--- src/rtl/ratfl_checkpoint_ctrl.sv ---
// Branch checkpoint store beside rename: captures RAT/free-list snapshots per branch,
// frees them on correct resolution and replays them one cycle after a mispredict.
module ratfl_checkpoint_ctrl #(
  parameter int PREGS     = 64,
  parameter int PREG_W    = $clog2(PREGS),
  parameter int NUM_CHKPT = 4,
  parameter int TAG_W     = 4
) (
  input  logic                    clk_i,
  input  logic                    rst_ni,
  input  logic                    chkpt_we_i,
  input  logic [TAG_W-1:0]        chkpt_tag_i,
  input  logic [32*PREG_W-1:0]    chkpt_rat_map_i,
  input  logic [PREG_W-1:0]       chkpt_fl_head_i,
  input  logic [PREG_W-1:0]       chkpt_fl_tail_i,
  input  logic [$clog2(PREGS):0]  chkpt_fl_free_count_i,
  output logic                    chkpt_full_o,
  input  logic                    resolve_valid_i,
  input  logic [TAG_W-1:0]        resolve_tag_i,
  input  logic                    resolve_mispredict_i,
  output logic                    rat_recover_o,
  output logic [32*PREG_W-1:0]    rat_recover_map_o,
  output logic                    fl_recover_o,
  output logic [PREG_W-1:0]       fl_recover_head_o,
  output logic [PREG_W-1:0]       fl_recover_tail_o,
  output logic [$clog2(PREGS):0]  fl_recover_free_count_o,
  output logic [TAG_W-1:0]        flush_tag_o,
  output logic                    overflow_o
);
  localparam int IDX_W = $clog2(NUM_CHKPT);
  localparam int MAP_W = 32 * PREG_W;
  localparam int CNT_W = $clog2(PREGS) + 1;

  typedef enum logic [1:0] {SLOT_FREE, SLOT_PENDING, SLOT_RESOLVED} slot_state_t;

  slot_state_t        state_q   [NUM_CHKPT];
  logic [TAG_W-1:0]   tag_q     [NUM_CHKPT];
  logic [MAP_W-1:0]   map_q     [NUM_CHKPT];
  logic [PREG_W-1:0]  fl_head_q [NUM_CHKPT];
  logic [PREG_W-1:0]  fl_tail_q [NUM_CHKPT];
  logic [CNT_W-1:0]   fl_cnt_q  [NUM_CHKPT];

  logic [IDX_W-1:0] head_q, tail_q;
  logic [IDX_W:0]   count_q;

  logic             hit;
  logic [IDX_W-1:0] hit_idx;
  logic             accept, do_res, do_mis, do_ok, do_cap, do_ovf, reclaim;
  logic [IDX_W-1:0] mis_pos;
  logic [NUM_CHKPT-1:0] squash;

  // Distance from b to a around the ring; the power-of-2 size makes wrap free.
  function automatic logic [IDX_W-1:0] ring_dist(input logic [IDX_W-1:0] a, input logic [IDX_W-1:0] b);
    return a - b;
  endfunction

  assign chkpt_full_o = (count_q == (IDX_W+1)'(NUM_CHKPT));

  always_comb begin
    hit     = 1'b0;
    hit_idx = '0;
    for (int i = NUM_CHKPT - 1; i >= 0; i--) begin
      if (state_q[i] == SLOT_PENDING && tag_q[i] == resolve_tag_i) begin
        hit     = 1'b1;
        hit_idx = IDX_W'(i);
      end
    end
  end

  // Rename and backend are flushing during the recovery pulse, so their requests are dropped.
  assign accept  = !rat_recover_o;
  assign do_res  = accept && resolve_valid_i && hit;
  assign do_mis  = do_res && resolve_mispredict_i;
  assign do_ok   = do_res && !resolve_mispredict_i;
  assign do_cap  = accept && chkpt_we_i && !do_mis && !chkpt_full_o;
  assign do_ovf  = accept && chkpt_we_i && !do_mis && chkpt_full_o;
  assign reclaim = (state_q[head_q] == SLOT_RESOLVED) && !(do_mis && head_q == hit_idx);
  assign mis_pos = ring_dist(hit_idx, head_q);

  always_comb begin
    squash = '0;
    for (int i = 0; i < NUM_CHKPT; i++) begin
      squash[i] = do_mis
               && (ring_dist(IDX_W'(i), head_q) >= mis_pos)
               && ({1'b0, ring_dist(IDX_W'(i), head_q)} < count_q);
    end
  end

  always_ff @(posedge clk_i or negedge rst_ni) begin
    if (!rst_ni) begin
      for (int i = 0; i < NUM_CHKPT; i++) state_q[i] <= SLOT_FREE;
      head_q                  <= '0;
      tail_q                  <= '0;
      count_q                 <= '0;
      overflow_o              <= 1'b0;
      rat_recover_o           <= 1'b0;
      fl_recover_o            <= 1'b0;
      rat_recover_map_o       <= '0;
      fl_recover_head_o       <= '0;
      fl_recover_tail_o       <= '0;
      fl_recover_free_count_o <= '0;
      flush_tag_o             <= '0;
    end else begin
      rat_recover_o           <= do_mis;
      fl_recover_o            <= do_mis;
      rat_recover_map_o       <= do_mis ? map_q[hit_idx]     : '0;
      fl_recover_head_o       <= do_mis ? fl_head_q[hit_idx] : '0;
      fl_recover_tail_o       <= do_mis ? fl_tail_q[hit_idx] : '0;
      fl_recover_free_count_o <= do_mis ? fl_cnt_q[hit_idx]  : '0;
      flush_tag_o             <= do_mis ? tag_q[hit_idx]     : '0;
      if (do_ovf) overflow_o <= 1'b1;

      for (int i = 0; i < NUM_CHKPT; i++) begin
        if (squash[i]) state_q[i] <= SLOT_FREE;
      end
      if (do_ok)  state_q[hit_idx] <= SLOT_RESOLVED;
      if (do_cap) state_q[tail_q]  <= SLOT_PENDING;
      if (reclaim) begin
        state_q[head_q] <= SLOT_FREE;
        head_q          <= head_q + 1'b1;
      end

      if (do_mis) begin
        tail_q  <= hit_idx;
        count_q <= {1'b0, mis_pos} - {{IDX_W{1'b0}}, reclaim};
      end else begin
        if (do_cap) tail_q <= tail_q + 1'b1;
        count_q <= count_q + {{IDX_W{1'b0}}, do_cap} - {{IDX_W{1'b0}}, reclaim};
      end
    end
  end

  // Snapshot payload needs no reset: it is only read through slots marked PENDING.
  always_ff @(posedge clk_i) begin
    if (do_cap) begin
      tag_q[tail_q]     <= chkpt_tag_i;
      map_q[tail_q]     <= chkpt_rat_map_i;
      fl_head_q[tail_q] <= chkpt_fl_head_i;
      fl_tail_q[tail_q] <= chkpt_fl_tail_i;
      fl_cnt_q[tail_q]  <= chkpt_fl_free_count_i;
    end
  end

endmodule

--- config.mk ---
export PLATFORM = sky130hd
export DESIGN_NAME = ratfl_checkpoint_ctrl
export DESIGN_NICKNAME = d
export VERILOG_FILES = /design/src/rtl/ratfl_checkpoint_ctrl.sv
export SDC_FILE = /design/constraint.sdc
export NUM_CORES = 1
export LEC_CHECK = 0
export BUFFER_PORTS_ARGS = -buffer_cell sky130_fd_sc_hd__buf_2
export CORE_ASPECT_RATIO = 0.75
export CORE_MARGIN = 4
export CORE_UTILIZATION = 40
export CTS_CLUSTER_SIZE = 14
export DETAILED_ROUTE_END_ITERATION = 12
export PLACE_DENSITY_LB_ADDON = 0.12
export RECOVER_POWER = 100
export SLEW_MARGIN = 20
export SYNTH_ARGS = -nofsm -noshare
export SYNTH_HDL_FRONTEND = slang
export SYNTH_SLANG_ARGS = --single-unit
--- constraint.sdc ---
create_clock -name clk_i -period 31.4 [get_ports clk_i]
set_clock_uncertainty 0.15 [all_clocks]
set_input_delay 3.14 -clock clk_i [delete_from_list [all_inputs] [get_ports clk_i]]
set_output_delay 3.14 -clock clk_i [all_outputs]
set_load 0.01 [all_outputs]
* After elaboration in Yosys (flattened, before gate mapping)
Memories as Yosys holds them, arrays and structs flattened. Index checks and enable logic that the tools add are counted.
Storage, ports and cells: memory bits (writable) 860, register bits 232, input port bits 224, memories kept 5, output and inout bits 219
Cells by class: magnitude comparators 14, reduce and logical (&&, ||, !) cells 31, add/sub/neg operators 10, bitwise gates (word level) 11, multiplexer cells 34, equal/unequal tests 11
Memories:
- map_q | depth 4, bits a word 192, read ports 1, clocked after memory_dff 0, wr ports 1, RTL line 38 | logic [MAP_W-1:0] map_q [NUM_CHKPT];
- fl_cnt_q | depth 4, bits a word 7, read ports 1, clocked after memory_dff 0, wr ports 1, RTL line 41 | logic [CNT_W-1:0] fl_cnt_q [NUM_CHKPT];
- fl_head_q | depth 4, bits a word 6, read ports 1, clocked after memory_dff 0, wr ports 1, RTL line 39 | logic [PREG_W-1:0] fl_head_q [NUM_CHKPT];
- fl_tail_q | depth 4, bits a word 6, read ports 1, clocked after memory_dff 0, wr ports 1, RTL line 40 | logic [PREG_W-1:0] fl_tail_q [NUM_CHKPT];
- tag_q | depth 4, bits a word 4, read ports 5, clocked after memory_dff 0, wr ports 1, RTL line 37 | logic [TAG_W-1:0] tag_q [NUM_CHKPT];
Operator list (count):
- $mux W192 | 1
- $mux W2 | 15
- $logic_and A1 B1 Y1 | 25
- $mux W8 | 3
- $eq A4 B4 Y1 | 4
- $demux W2 S2 | 3
- $lt A2 B3 Y1 | 4
- $mux W6 | 2
- $ge A3 B3 Y1 const B | 3
- $lt A3 B1 Y1 const B | 3
- $not A2 Y3 | 3
- $and A4 B4 Y4 | 2
- $and A8 B8 Y8 | 1
- $eq A2 B1 Y1 const B | 4
- $ge A2 B2 Y1 | 4
- $not A4 Y4 | 2
- $not A8 Y8 | 1
- $or A4 B4 Y4 | 2
- $mux W7 | 1
- $mux W1 | 6
- $logic_not A1 Y1 | 5
- $add A2 B1 Y2 const B | 2
- $bmux W2 S2 | 1
- $mux W4 | 1
- other kinds (11) | 13

* Depth between registers and ports, before layout
Gate-level depths: netlist of the first run.
word-level depth 18, mapped depth 21, gate-level depth less buffers 17

* Least setup slack after synthesis of the first run
OpenSTA, ideal clock, no wires.
kind input-to-reg, start in resolve_tag_i[2], end mem fl_cnt_q[0][0] in the netlist's numbering, enable pin, slack 17.259 ns, buffers on the path 1, arrival time 13.195 ns, cell stages on the path 8, library setup time 0.796 ns, cell sequence buf_6 xor2_1 nor3_2 nand4_1 nand2_1 o21ai_0 clkinv_1 nor2_1
On the way: cells in the longest elaborated chain, start to end 13, elaborated cells between the ends (all ways) 19, classes of those cells 4 x eq/ne; 6 x mux; 9 x reduce/logical
Ends and longest elaborated chain:
- from (decl) | RTL line 19 | input logic [TAG_W-1:0] resolve_tag_i,
- $eq A4 B4 Y1 | RTL line 63 | if (state_q[i] == SLOT_PENDING && tag_q[i] == resolve_tag_i) begin
- $logic_and A1 B1 Y1 | RTL line 63
- $mux W1 (3 in series) | RTL line 63
- $mux W1 * | RTL line 63
- $logic_and A1 B1 Y1 * | RTL line 72 | assign do_res = accept && resolve_valid_i && hit;
- $logic_and A1 B1 Y1 * | RTL line 73 | assign do_mis = do_res && resolve_mispredict_i;
- via do_mis | RTL line 48 | logic accept, do_res, do_mis, do_ok, do_cap, do_ovf, reclaim;
- $logic_not A1 Y1 * | RTL line 75 | assign do_cap = accept && chkpt_we_i && !do_mis && !chkpt_full_o;
- $logic_and A1 B1 Y1 * (2 in series) | RTL line 75
- $mux W1 * | RTL line 135 | if (do_cap) begin
- $mux W1 (not written as such) * | RTL line 140 | fl_cnt_q[tail_q] <= chkpt_fl_free_count_i;
- to (decl) | RTL line 41
The timed path passes the listed nets; every way through them passes the cells marked *.

* Worst setup path in the final report of the first run
start in resolve_tag_i[2], end mem map_q[2][111] in the netlist's numbering, enable pin
On the way: cells in the longest elaborated chain, start to end 13, elaborated cells between the ends (all ways) 19, classes of those cells 4 x eq/ne; 6 x mux; 9 x reduce/logical
Ends and longest elaborated chain:
- $eq A4 B4 Y1 | RTL line 63
- $logic_and A1 B1 Y1 | RTL line 63
- $mux W1 (3 in series) | RTL line 63
- $mux W1 * | RTL line 63
- $logic_and A1 B1 Y1 * | RTL line 72
- $logic_and A1 B1 Y1 * | RTL line 73
- $logic_not A1 Y1 * | RTL line 75
- $logic_and A1 B1 Y1 * (2 in series) | RTL line 75
- $mux W1 * | RTL line 135
- $mux W1 (not written as such) * | RTL line 137 | map_q[tail_q] <= chkpt_rat_map_i;
- to (decl) | RTL line 38
Every way passes the cells marked *; elsewhere a longest branch is shown, timed or not.

==> key figures, run 1 <==
Global routing
  – Largest net degree at the start of global routing: 164
  – Initial antenna violation count: 19
  – Gr ovfl total: 0
  – Number of global-route vias before repair: 21700
  – Total Routing Usage GR: between 10% and 20%
  – First-pass GRT wire length: 141 mm

Cells and area
  – Area grow syn2layout: 16.7%
  – Share of layout cells above drive strength 1: approximately 15%
  – Multi-input gate area: ~6800 um^2
  – Most frequent cells in the layout: edfxtp_1, clkbuf_1, dfrtp_1, nor2_1, a222oi_1
  – FILL cells: about 8500
  – Layout Nets: ~2700
  – Register area: around 32000 um^2
  – Commonest non-fill, non-tap cell in the layout: edfxtp_1
  – Fin area: 45700 um^2

Placement
  – DP Area: 42700 um^2
  – GPL Wtd Cong: a little under 0.8
  – Final HPWL DP: ~52 mm
  – I/O Buffers: 442

Drt
  – DR iter-0 viols: about 2100
  – Wire per inst: 24.5 um
  – DRC Markers: 0
  – Via count: roughly 20000
  – First-pass DRT Iterations: 8
  – Via density per instance: approximately 5.3
  – Total wire length: about 95 mm
  – Detail Route Antenna Nets: 0

Outcome
  – Outcome: complete, but fails checks
  – Violated checks: max-capacitance violations, max-slew violations

Die
  – Die area: 103000 um^2
  – Height of the chip: about 280 um
  – Die width: 369 um
  – Row count: 99
  – I/O Pins: ~440
  – Core area: ~100000 um^2
  – Starting density of the core: between 40 and 50%

Power and ir drop
  – Final Power: about 3.9 mW
  – Worst vdd ir: between 0.04 and 0.05 mV
  – Cell Pwr Density: approximately 86 nW/um^2
  – Leak: 16.2 nW

CTS
  – Skew-Pair Late Insertion Delay: roughly 0.69 ns
  – CTS tree: built
  – Post-cts sizing count: 0
  – Clock sink count: about 1100
  – Worst-path clk slew: 0.06 ns
  – Total CTS buffers: between 100 and 150
  – CTS HTree Levels: 3
  – Clk root buf: clkbuf_16
  – Post-CTS Hold Buffers: 0
  – Setup repair bufs after CTS: 0
  – Clock Tree Buf Depth: 3

Setup path
  – Worst setup EP type: flip-flop
  – Worst path slowest cell: clkinvlp_2
  – CP startpoint: resolve_tag_i[2]
  – CP peak stage delay: between 3 and 4 ns
  – Worst EP required: around 31 ns
  – CP Data Arrival Time: approximately 16 ns
  – Worst path cell trace: clkbuf_1 > xor2_1 > nor3_1 > nand4b_1 > nand2_1 > o21ai_0 > and2_0 > nand2_1 > clkinvlp_2 > clkbuf_1 > clkbuf_1
  – CP Max Fanout: ~110
  – R2R Path Start: tag_q[0][3]
  – Critical path's most frequent cell: clkbuf_1
  – Critical Setup Path Class: in2reg
  – CP Launch Type: input port

STA
  – Worst slew pin tran: about 5.9 ns
  – Post-layout min period: 15.59 ns
  – Relative slew slack: -294%
  – Max-slew violation count: between 1000 and 1500
  – RSZ-0062 raised after global routing: false
  – Fin. Hold Viols: 0
  – Setup TNS: 0 ns
  – Highest Clock Rate: around 64 MHz
  – Post-route clock period utilization: roughly 50%
  – Setup violators final: 0

Logic synthesis
  – Ys Warns: 0
  – Post-synth EDFFs: 860
  – Synth unique cells: 53
  – Post-synth net total: 2269
  – Syn_area_per_cell: 19.3 um^2
  – Register area share after synthesis: about four fifths
  – Synth async-reset ratio: approximately a fifth
  – Syn Inst Count: around 2000
  – Synth Cell Area: ~39000 um^2
  – Synth Register Bits: between 1000 and 1500
  – Ys flop type: edfxtp_1

Hold path
  – HP Start: map_q[3][57]
  – Hold WC Path Type: reg2reg

Run
  – Max_cap viols: 25
-- layer usage --
metal  wire length [um]  up-vias  track usage [%]
met3               6730      155             5.05
met2              47400      611             30.3
li1                   -     9048                -
met1              39000    10600             24.0
met5                188        -                0
met4               1880       28             4.36
-- worst paths after layout --
kind / slack (ns) / endpoint / cells past startpoint
min in group asynchronous: 4.14 / fl_recover_free_count_o[5] / 1
min: 0.33 / rat_recover_map_o[57] / 2
max in group asynchronous: 19.70 / rat_recover_map_o[101] / 3
min reg2reg: 0.33 / rat_recover_map_o[57] / 2
max reg2reg: 18.07 / map_q[2][111] / 10
max: 15.81 / map_q[2][111] / 11
-- state kept, by name (all words and copies together), names as in the netlist --
| signal | count |
|---|---|
| tail_q | 2 |
| fl_recover_free_count_o | 7 |
| head_q | 2 |
| flush_tag_o | 4 |
| overflow_o | 1 |
| map_q | 768 |
| rat_recover_map_o | 192 |
| fl_head_q | 24 |
| fl_recover_head_o | 6 |
| fl_recover_tail_o | 6 |
| count_q | 3 |
| fl_recover_o | 1 |
| fl_tail_q | 24 |
| fl_cnt_q | 28 |
| state_q | 8 |
| tag_q | 16 |
-- worst max-delay path, delay by kind of cell --
kind / cells / cell delay (ns)
buf+inv: 4 / 9.26
compound gates: 1 / 1.84
simple gates: 5 / 1.00
xor+xnor: 1 / 0.18
-- cells in the mapped netlist (4+ instances only) --
library cell,n,area (um^2)
nor2_1,225,845
o21ai_0,8,40.0
a222oi_1,216,2160
edfxtp_1,860,25800
xnor2_1,11,96.3
buf_6,12,135
dfrtp_1,232,5810
nor3_1,6,30.0
ha_1,20,250
and3_1,5,31.3
nand2_1,17,63.8
nand4_1,4,25.0
buf_2,24,120
a21oi_1,10,50.1
clkbuf_1,72,270
xor2_1,8,70.1
mux2_2,115,1290
inv_1,19,71.3
buf_1,13,48.8
mux2_4,100,1500
-- power breakdown --
group | total [mW] | internal [mW] | switching, mW
clock network | 1.32 | 0.786 | 0.531
logic | 0.649 | 0.239 | 0.409
registers | 1.94 | 1.88 | 0.0661
-- cell families after synthesis --
family / synth area share [%]
AOI/OAI and AO/OA: 6.16
DFF: 80.8
xor gates and xnor gates: 0.425
and+or+nand+nor: 2.90
adders and majority gates: 0.716
buffers and inverters: 1.74
muxes: 7.22
-- layout make-up --
cell class | count | share of cell area [%]
Sequential cell | 1092 | 69.3
Multi-Input combinational cell | 786 | 14.9
Clock buffer | 158 | 6.58
Timing Repair Buffer | 471 | 4.04
Tap cell | 1313 | 3.60
Clock inverter | 41 | 1.38
Inverter | 21 | 0.175
Antenna cell | 4 | 0.0219
-- metrics by stage --
stage | worst slack, ns | hold slack, ns | cells | utilization, %
2_1_floorplan | 17.26 | 0.320 | 2024 | -
3_3_place_gp | 22.99 | 0.301 | 3683 | 44.0
3_5_place_dp | 22.87 | 0.320 | 3683 | 44.0
4_1_cts | 23.60 | 0.337 | 3882 | 47.7
5_1_grt | 14.37 | 0.355 | 3882 | 47.0
6_report | 15.81 | 0.334 | 3886 | 47.0
No activity file was read; power rests on OpenSTA's default activity.
==> inputs of run 2 (changes only) <==
- clock period: 31.4 -> 13.96 ns (I/O delays scaled with it)
==> key figures, run 2 (synthesis results as in run 1) <==
Drt
  – Detail Route Antenna Nets: 0
  – DRC Markers: 0
  – First-pass DRT Iterations: 6
  – Via count: roughly 21000
  – DR iter-0 viols: approximately 1800
  – Wire per inst: roughly 25 um
  – Via density per instance: between 5 and 6
  – Total wire length: 96.5 mm

STA
  – Relative slew slack: -253%
  – Highest Clock Rate: approximately 110 MHz
  – Setup TNS: 0 ns
  – Worst slew pin tran: 5.29 ns
  – Fin. Hold Viols: 0
  – Post-layout min period: between 8 and 9 ns
  – Max-slew violation count: between 700 and 800
  – RSZ-0062 raised after global routing: false
  – Setup violators final: 0
  – Post-route clock period utilization: a little under two thirds
  – Hold Slack: 0.331 ns

Die
  – Die area: roughly 100000 um^2
  – Starting density of the core: between 40% and 50%
  – Height of the chip: about 280 um
  – Row count: slightly below 100
  – I/O Pins: roughly 440
  – Core area: between 90000 and 100000 um^2
  – Die width: around 370 um

Placement
  – Final HPWL DP: ~52 mm
  – I/O Buffers: approximately 440
  – Dpl cells: around 3700
  – GPL Wtd Cong: between 0.7 and 0.8
  – DP Area: between 40000 and 50000 um^2

Setup path
  – Critical Setup Path Class: in2reg
  – R2R Path Start: tag_q[1][3]
  – Worst EP required: between 10 and 15 ns
  – Reg2reg path depth: 9
  – Worst setup EP type: flip-flop
  – CP Launch Type: input port
  – CP Data Arrival Time: 8.95 ns
  – CP Max Fanout: ~120
  – R2R Path End: tag_q[2][1]
  – R2r setup slk: 5.61 ns
  – CP startpoint: resolve_tag_i[2]

Global routing
  – Gr ovfl total: 0
  – Total Routing Usage GR: a little under a fifth
  – First-pass GRT wire length: 142 mm
  – M3 GR Usage: approximately 5.4%
  – Met1 global-route usage: between 20% and 30%
  – Largest net degree at the start of global routing: around 160
  – Initial antenna violation count: 25
  – GRT busiest layer: met2
  – Routing usage on met2: roughly a third
  – Number of global-route vias before repair: ~22000

Cells and area
  – Fin area: between 40000 and 50000 um^2
  – Max FFs per register: 768
  – Share of layout cells above drive strength 1: between 10% and 20%
  – Commonest non-fill, non-tap cell in the layout: edfxtp_1
  – Regs by FF count: map_q (768), rat_recover_map_o (192), fl_cnt_q (28)
  – Layout Nets: around 2700
  – Area grow syn2layout: 16.9%
  – Biggest register: map_q
  – Final non-filler cell total: approximately 3900
  – Most frequent cells in the layout: edfxtp_1, clkbuf_1, dfrtp_1, nor2_1, a222oi_1
  – FILL cells: between 8000 and 9000

CTS
  – CTS HTree Levels: 3
  – Post-CTS Hold Buffers: 0
  – Clock sink count: between 1000 and 1500
  – Clock Tree Buf Depth: 3
  – Post-cts sizing count: 0
  – CTS tree: built
  – Total CTS buffers: 107
  – Clk root buf: clkbuf_16
  – Skew-Pair Late Insertion Delay: ~0.68 ns
  – Setup repair bufs after CTS: 0
  – Worst-path clk slew: 0.06 ns

Hold path
  – Hold WC Path Type: reg2reg
  – HP Start: overflow_o
  – Hold-critical path endpoint: overflow_o
  – Hold Path Cell Cnt: 1

Power and ir drop
  – Cell Pwr Density: ~190 nW/um^2
  – Worst vdd ir: roughly 0.13 mV
  – Leak: roughly 16 nW

Run
  – Max_cap viols: 12

Outcome
  – Outcome: complete, but fails checks
  – Violated checks: max-capacitance violations, max-slew violations
run 2: how the worst max path moves through the flow:
stage,endpoint
3_5_place_dp,map_q[0][98]
6_report,tag_q[2][1]
5_1_grt,rat_recover_map_o[112]
3_3_place_gp,map_q[1][103]
2_1_floorplan,fl_cnt_q[0][0]
4_1_cts,map_q[0][95]
run 2: layer usage:
metal / vias to the layer above / share of wire [%]
met2: 633 / 50
met1: 10800 / 40
li1: 9060 / -
met5: - / 0.17
met4: 24 / 2.5
met3: 164 / 7.2
run 2: final cells by class:
cell class	count	area, um^2	share of cell area (%)
Multi-Input combinational cell	786	6780	14.8
Tap cell	1313	1640	3.59
Clock buffer	141	2970	6.48
Antenna cell	13	32.5	0.0711
Clock inverter	59	706	1.54
Inverter	21	86.3	0.189
Sequential cell	1092	31600	69.1
Timing Repair Buffer	470	1900	4.16
run 2: report_power, final:
group | total [mW] | internal, mW | switching [mW]
Combinational | 1.46 | 0.527 | 0.928
Clock | 2.96 | 1.74 | 1.22
Sequential | 4.32 | 4.17 | 0.151
run 2: critical path, stage by stage:
cell,delay [ns]
clkbuf_1,0.24
xor2_1,0.19
nor3_1,0.09
nand4_1,0.20
nand2_1,0.23
o21ai_0,2.44
and2_0,0.35
nand2_1,0.18
inv_8,0.62
clkbuf_2,2.81
run 2: through the flow:
| stage | total power [mW] | util (%) | setup WS (ns) |
|---|---|---|---|
| 3_3_place_gp | 5.86 | 44.0 | 7.84 |
| 5_1_grt | 9.15 | 47.1 | 4.29 |
| 4_1_cts | 8.88 | 47.8 | 8.52 |
| 3_5_place_dp | 5.90 | 44.0 | 7.76 |
| 2_1_floorplan | 5.45 | - | 1.56 |
| 6_report | 8.73 | 47.1 | 5.06 |
